$ cat config.mk
export PLATFORM = sky130hd
export DESIGN_NAME = cpu_oci_dct_packer_flat
export DESIGN_NICKNAME = d
export VERILOG_FILES = /design/src/rtl/cpu_oci_dct_packer_if.sv /design/src/rtl/cpu_oci_dct_packer.sv /design/src/flat_wrapper.sv
export SDC_FILE = /design/constraint.sdc
export NUM_CORES = 1
export LEC_CHECK = 0
export CAP_MARGIN = 20
export CORE_UTILIZATION = 36
export CTS_BUF_LIST = sky130_fd_sc_hd__clkbuf_4 sky130_fd_sc_hd__clkbuf_8 sky130_fd_sc_hd__clkbuf_16
export DETAILED_ROUTE_END_ITERATION = 7
export DONT_BUFFER_PORTS = 1
export PLACE_DENSITY_LB_ADDON = 0.08
export SLEW_MARGIN = 15
export SYNTH_ARGS = -nofsm -noshare
export SYNTH_HDL_FRONTEND = slang
export SYNTH_SLANG_ARGS = --single-unit
$ cat constraint.sdc
create_clock -name clk -period 2.2 [get_ports clk]
set_input_delay 0.44 -clock clk [delete_from_list [all_inputs] [get_ports clk]]
set_output_delay 0.44 -clock clk [all_outputs]
set_load 0.005 [all_outputs]
$ cat src/rtl/cpu_oci_dct_packer_if.sv
// Symbol-in / frame-out bus of the DCT trace packer.
// The producer/consumer side uses master; the packer uses slave.
interface cpu_oci_dct_packer_if;
  logic        sym_valid;
  logic [1:0]  sym;
  logic        sym_ready;
  logic        flush;
  logic        out_ready;
  logic        out_valid;
  logic [29:0] dct_buffer;
  logic [3:0]  dct_count;
  logic [7:0]  frame_cnt;

  modport master (
    output sym_valid, sym, flush, out_ready,
    input  sym_ready, out_valid, dct_buffer, dct_count, frame_cnt
  );

  modport slave (
    input  sym_valid, sym, flush, out_ready,
    output sym_ready, out_valid, dct_buffer, dct_count, frame_cnt
  );
endinterface

$ cat src/rtl/cpu_oci_dct_packer.sv
// Packs 2-bit trace symbols into frames of up to 15 symbols (newest in [1:0]).
// Frames are handed off on a full accumulator or on a flush request.
module cpu_oci_dct_packer (
  input  logic                         clk,
  input  logic                         reset_n,
  cpu_oci_dct_packer_if.slave          bus
);
  typedef enum logic [1:0] {S_EMPTY, S_FILL, S_FULL} state_t;

  state_t      state_reg;
  logic [29:0] acc_reg;
  logic [3:0]  acc_cnt_reg;
  logic        flush_pend_reg;
  logic        out_valid_reg;
  logic [29:0] dct_buffer_reg;
  logic [3:0]  dct_count_reg;
  logic [7:0]  frame_cnt_reg;

  logic        sym_ready;
  logic        accept;
  logic [29:0] acc_next;
  logic [3:0]  acc_cnt_next;
  logic        flush_any;
  logic        xfer_req;
  logic        out_free;
  logic        xfer;

  // Ready depends only on registered state so it never loops back to sym_valid.
  assign sym_ready = (acc_cnt_reg != 4'd15);

  always_comb begin
    accept       = bus.sym_valid && sym_ready;
    acc_next     = acc_reg;
    acc_cnt_next = acc_cnt_reg;
    if (accept) begin
      acc_next     = {acc_reg[27:0], bus.sym};
      acc_cnt_next = acc_cnt_reg + 4'd1;
    end
    flush_any = bus.flush || flush_pend_reg;
    xfer_req  = (acc_cnt_next == 4'd15) || (flush_any && (acc_cnt_next != 4'd0));
    out_free  = !out_valid_reg || bus.out_ready;
    xfer      = xfer_req && out_free;
  end

  always_ff @(posedge clk or negedge reset_n) begin
    if (!reset_n) begin
      state_reg      <= S_EMPTY;
      acc_reg        <= '0;
      acc_cnt_reg    <= '0;
      flush_pend_reg <= 1'b0;
      out_valid_reg  <= 1'b0;
      dct_buffer_reg <= '0;
      dct_count_reg  <= '0;
      frame_cnt_reg  <= '0;
    end else begin
      if (xfer) begin
        dct_buffer_reg <= acc_next;
        dct_count_reg  <= acc_cnt_next;
        out_valid_reg  <= 1'b1;
        acc_reg        <= '0;
        acc_cnt_reg    <= '0;
        flush_pend_reg <= 1'b0;
        frame_cnt_reg  <= frame_cnt_reg + 8'd1;
      end else begin
        acc_reg        <= acc_next;
        acc_cnt_reg    <= acc_cnt_next;
        // A blocked flush is remembered; a flush of nothing is dropped.
        flush_pend_reg <= flush_any && (acc_cnt_next != 4'd0);
        if (bus.out_ready)
          out_valid_reg <= 1'b0;
      end

      case (state_reg)
        S_EMPTY: if (accept && !xfer) state_reg <= S_FILL;
        S_FILL: begin
          if (xfer)                           state_reg <= S_EMPTY;
          else if (acc_cnt_next == 4'd15)     state_reg <= S_FULL;
        end
        S_FULL:  if (xfer) state_reg <= S_EMPTY;
        default: state_reg <= S_EMPTY;
      endcase
    end
  end

  assign bus.sym_ready  = sym_ready;
  assign bus.out_valid  = out_valid_reg;
  assign bus.dct_buffer = dct_buffer_reg;
  assign bus.dct_count  = dct_count_reg;
  assign bus.frame_cnt  = frame_cnt_reg;
endmodule

$ cat src/flat_wrapper.sv
// flat-port wrapper written by rule: the top's interface ports become plain ports
module cpu_oci_dct_packer_flat 
  (clk, reset_n, bus_sym_valid, bus_sym, bus_flush, bus_out_ready, bus_sym_ready, bus_out_valid, bus_dct_buffer, bus_dct_count, bus_frame_cnt);
  cpu_oci_dct_packer_if bus_i ();
  input  logic clk;
  input  logic reset_n;
  input wire logic [$bits(bus_i.sym_valid)-1:0] bus_sym_valid;
  input wire logic [$bits(bus_i.sym)-1:0] bus_sym;
  input wire logic [$bits(bus_i.flush)-1:0] bus_flush;
  input wire logic [$bits(bus_i.out_ready)-1:0] bus_out_ready;
  output wire logic [$bits(bus_i.sym_ready)-1:0] bus_sym_ready;
  output wire logic [$bits(bus_i.out_valid)-1:0] bus_out_valid;
  output wire logic [$bits(bus_i.dct_buffer)-1:0] bus_dct_buffer;
  output wire logic [$bits(bus_i.dct_count)-1:0] bus_dct_count;
  output wire logic [$bits(bus_i.frame_cnt)-1:0] bus_frame_cnt;
  assign bus_i.sym_valid = bus_sym_valid;
  assign bus_i.sym = bus_sym;
  assign bus_i.flush = bus_flush;
  assign bus_i.out_ready = bus_out_ready;
  assign bus_sym_ready = bus_i.sym_ready;
  assign bus_out_valid = bus_i.out_valid;
  assign bus_dct_buffer = bus_i.dct_buffer;
  assign bus_dct_count = bus_i.dct_count;
  assign bus_frame_cnt = bus_i.frame_cnt;
  cpu_oci_dct_packer u_core (.clk(clk), .reset_n(reset_n), .bus(bus_i));
endmodule
======== Word-level counts from Yosys, hierarchy flattened ========
Index checks and enable logic that the tools add are counted.
storage, ports and cells
  flip-flop bits (word level) ............. 78
  output and inout port bits .............. 44
cells by class
  equal/unequal tests ..................... 2
  mux-type cells .......................... 7
  reduce and logical (&&, ||, !) cells .... 9
  add/sub/neg operators ................... 2
operators with widths
  cell                                                           number
  30-bit 2-to-1 mux                                              2
  8-bit by 1-bit adder with 8-bit output, second input constant  1
  4-bit 2-to-1 mux                                               2
  4-bit by 1-bit adder with 4-bit output, second input constant  1
  4-bit == test, second input constant                           1
  4-bit != test, second input constant                           1
  4-bit nonzero test                                             1
  1-bit logical AND                                              3
  1-bit logical OR                                               3
  1-bit 2-to-1 mux                                               3
  2-bit nonzero test                                             1
  1-bit logical NOT                                              1

======== Longest topological paths before layout ========
  depth in word-level cells ............... 8
  mapped depth ............................ 10

======== Worst setup path before layout ========
OpenSTA, ideal clock, no wires.
  kind .................................... reg-to-reg
  start point ............................. reg u_core.acc_cnt_reg[0]
  end point ............................... reg u_core.dct_buffer_reg[24] (netlist: u_core.bus.dct_buffer[24])
  slack ................................... -0.014 ns
  stages on the path, launching flop included .. 10
  arrival time ............................ 2.076 ns
  buffers on the path ..................... 2
  library setup time ...................... 0.137 ns
  period minus slack after synthesis ...... 2.214 ns
  cell sequence ........................... dfrtp_1 ha_1 or4b_4 o211ai_2 a21oi_2 o211a_1 buf_6 clkbuf_1 nor2_1 a21oi_1
between the ends
  longest elaborated chain between the ends .. 7
  elaborated cells on any way between the ends .. 10
  classes of those cells .................. add/sub (1); eq/ne (2); mux (2); reduce/logical (5)
RTL lines
  element                                                                         line                      RTL
  start: declaration                                                              cpu_oci_dct_packer.sv:12  logic [3:0] acc_cnt_reg;
  start signal: assignment                                                        cpu_oci_dct_packer.sv:66  acc_cnt_reg <= acc_cnt_next;
  branches (longest 7 deep; another with 4-bit by 1-bit adder with 4-bit output)  -
  end signal: assignment                                                          cpu_oci_dct_packer.sv:57  dct_buffer_reg <= acc_next;
  end: declaration                                                                cpu_oci_dct_packer.sv:15  logic [29:0] dct_buffer_reg;
Parallel ways; which one is timed is not known.
A chain may end at the register's enable or synchronous reset.

======== Worst setup path in the final report ========
  start point ............................. reg u_core.acc_cnt_reg[1]
  end point ............................... reg u_core.dct_buffer_reg[9] (netlist: u_core.bus.dct_buffer[9])
The elaborated chain is that of the path after synthesis.

==> parameters.txt <==
Parameter                              Value

Clocking
  Worst-case clock buffer depth ... 2
  Clock latency reported for the late side of the worst-skew pair ... ~0.34 ns
  Clock buffers created by TritonCTS ... 9
  Clock-pin slew on the worst setup and hold paths ... 0.08 ns
  Root buffer cell ... clkbuf_8
  Clock sinks ... 78
  CTS tree ... built
  H-tree levels ... 3

Global routing
  Largest net degree at the start of global routing ... 79
  Tot GR Track Use ... 14.4%
  Number of antenna violations at the first check in global routing ... 0
  First-pass GRT wire length ... 9.71 mm
  Remaining Overflow, GRT ... 0
  Number of global-route vias before repair ... 1939

Finish
  Number of diodes ... 0
  Share of cells above drive strength 1 ... between 10% and 20%
  Core utilization of the finished layout ... 43.3%
  Final net count ... between 200 and 300
  Area Growth Syn to Fin ... 14.2%
  Cell area after layout ... 0.00363 sq mm

Detailed routing
  Initial drt markers ... 91
  Number of antenna-violating nets in the routed design ... 0
  Number of vias after detailed routing ... 1977
  Avg WL per Cell ... 15.4 microns
  Number of iterations in the first detailed-routing pass ... 4
  DRC violation count after routing ... 0
  Vias per inst ... 4.94
  Wire length reported by the detailed router ... 6.18 mm

Timing
  Setup Skew ... 0.00974 ns
  Normalized max-slew margin ... 77.6%
  Hold violation count in the final report ... 78
  Slew Limit Fails ... 0
  Number of endpoints failing setup at the final stage ... 0
  Worst Hold Margin ... -0.216 ns
  Setup repair after global routing missed its margin ... yes
  Post-layout minimum cycle time ... 2.12 ns
  Max Clock Freq ... 471 MHz
  Worst Tran Pin Value ... 0.334 ns
  Post-route fraction of the period consumed by the critical path ... 96.6%
  Fin Setup TNS ... 0 ns

Placement
  Count of buffers from port buffering ... 0
  Post-place instance area ... 0.00336 sq mm
  HPWL Detailed ... 3.83 mm
  Routability congestion estimate from global placement ... 0.704

Yosys
  Seq/Total Area, Yosys ... between 60% and 70%
  Post-synthesis instance total ... 279
  Count leader, synth ... dfrtp_1
  Library cell occupying the most area in the post-synthesis netlist ... dfrtp_1
  Most instantiated flip-flop cell in the synthesis netlist ... dfrtp_1
  Post-synthesis average cell area ... 11.4 sq um
  Ys Warns ... 0
  Number of unique standard cell types used by synthesis ... 33
  Leading cell types by total area after synthesis ... dfrtp_1, mux2i_1, nor2_1
  Syn Std Cell Area ... 0.00318 sq mm
  Yosys top cell area share ... 61.3%
  Fraction of registers with async set/reset ... 100%
  List of most frequent post-synthesis cells ... dfrtp_1, nor2_1, a21oi_1, mux2i_1, buf_6
  Synth Net Count ... roughly 290
  Number of enable-type register cells in the synthesized netlist ... 0
  Yosys reg bits ... between 70 and 80

Pwr
  Combinational group share of total power ... 29.8%
  Peak supply drop ... approximately 490 uV
  Net Sw Power ... 0.00173 W
  Clock Power Share ... a little over a fifth
  Cell internal power dissipation ... 0.00320 W
  Switch share ... 35.1%
  Leakage power summed over all cells ... around 1.7 nW
  Power density normalized to cell area ... 1360 mW/mm^2
  Sequential share of power ... 48.4%
  Overall Power ... 0.00493 W

Setup path
  RR Endpoint ... u_core.bus.dct_buffer[9]
  Sort of element at the end of the critical path ... register
  Worst-case reg-to-reg path depth ... 8
  Arrival time reported for the critical path endpoint ... 2.35 ns
  Startpoint of the most critical register-to-register path ... u_core.acc_cnt_reg[1]
  Required time at the endpoint of the critical path ... between 2 and 2.5 ns
  Launching element type of the critical path ... register
  Reg-to-reg setup timing slack ... roughly 0.076 ns
  Biggest fanout along the worst timing path ... 21
  Worst setup path category ... reg -> reg

Die
  Floorplan Core Area ... between 0.008 and 0.009 sq mm
  Top-level I/O count ... 51
  Die outline height ... 96.0 microns
  Number of cell rows ... 33
  Die outline area ... around 0.0092 sq mm
  Effective utilization at floorplan ... 38.0%
  Die W ... 96.0 microns

Status
  Violations in the final reports ... hold timing
  Outcome ... finished, violations left

Run
  Maximum capacitance violations ... 0

Worst hold path
  Hold crit path type ... in -> async
-- stage by stage --
stage                     std cells  setup WS [ns]
after floorplan                 279        0.00608
after global placement          381         0.0505
after detailed placement        381         0.0151
after CTS                       397         0.0352
after global routing            400        0.00137
final                           400         0.0758
-- critical path, stage by stage, from the launching register on --
cell      delay, ns
dfrtp_1        0.41
ha_4           0.27
or4b_4         0.50
o211ai_4       0.11
a21oi_4        0.10
o211a_4        0.29
buf_6          0.17
nor2_1         0.11
a21oi_1        0.05
-- worst max-delay path by stage --
stage,startpoint,endpoint,depth (start not counted)
floorplan,u_core.acc_cnt_reg[1],u_core.bus.dct_buffer[24],10
global placement,u_core.acc_cnt_reg[0],u_core.bus.dct_count[2],8
detailed placement,u_core.acc_cnt_reg[0],u_core.bus.dct_buffer[9],8
CTS,u_core.acc_cnt_reg[0],u_core.bus.dct_buffer[27],8
global route,u_core.acc_cnt_reg[1],u_core.bus.dct_count[2],8
finish,u_core.acc_cnt_reg[1],u_core.bus.dct_buffer[9],8
-- metal layers --
layer / vias to the layer above / wire length [microns] / track usage, % / share of wire [%]
li1: 975 / - / - / -
met1: 960 / 2860 / 19.0 / 46
met2: 31 / 2880 / 21.0 / 47
met3: 11 / 289 / 4.42 / 4.7
met4: 0 / 147 / 8.33 / 2.4
met5: - / 0 / 0 / 0
-- layout by cell type, fill, tap and decap left out, drive strengths merged, types with 3 or more instances in the layout --
cell type	instances
nand4	4
nand2	6
mux2i	32
nand4b	3
xor2	3
clkinv	4
and4	3
inv	3
dfrtp	78
o21ai	3
clkbuf	11
nor2	69
xnor2	4
buf	16
nand3	3
a21oi	33
-- kinds of logic after synthesis --
| group | count (synthesis) | share of synthesized area [%] |
|---|---|---|
| and+or+nand+nor | 97 | 13.8 |
| DFF | 78 | 61.3 |
| AOI/OAI and AO/OA | 42 | 7.59 |
| muxes | 33 | 10.4 |
| buffers and inverters | 20 | 4.17 |
| xor gates and xnor gates | 7 | 1.93 |
| adders and majority gates | 2 | 0.786 |
-- power groups by stage --
stage                     Combinational (W)  Sequential, W  Clock (W)
after CTS                           0.00134        0.00240    0.00112
after global routing                0.00165        0.00247    0.00119
after detailed placement            0.00133        0.00243          0
after global placement              0.00131        0.00242          0
final                               0.00147        0.00238    0.00108
after floorplan                     0.00108        0.00230          0
-- layout make-up --
cell class                 instances  area, sq um
sequential                        78         1950
tap                              105          131
inverter                           2         7.51
clock buffer                      10          138
timing repair buffer              17          186
multi-input combinational        182         1160
fill                             817         4750
clock inverter                     6         58.8
-- timing repair --
item / CTS / global route
buffers inserted: 0 / 1
resized for setup: 1 / 7
gates cloned: 0 / 2
pin swaps: 0 / 3
endpoints found under the setup margin: 1 / 28
endpoints found under the hold margin: 78 / 78
Power figures use the tool's default switching activity.
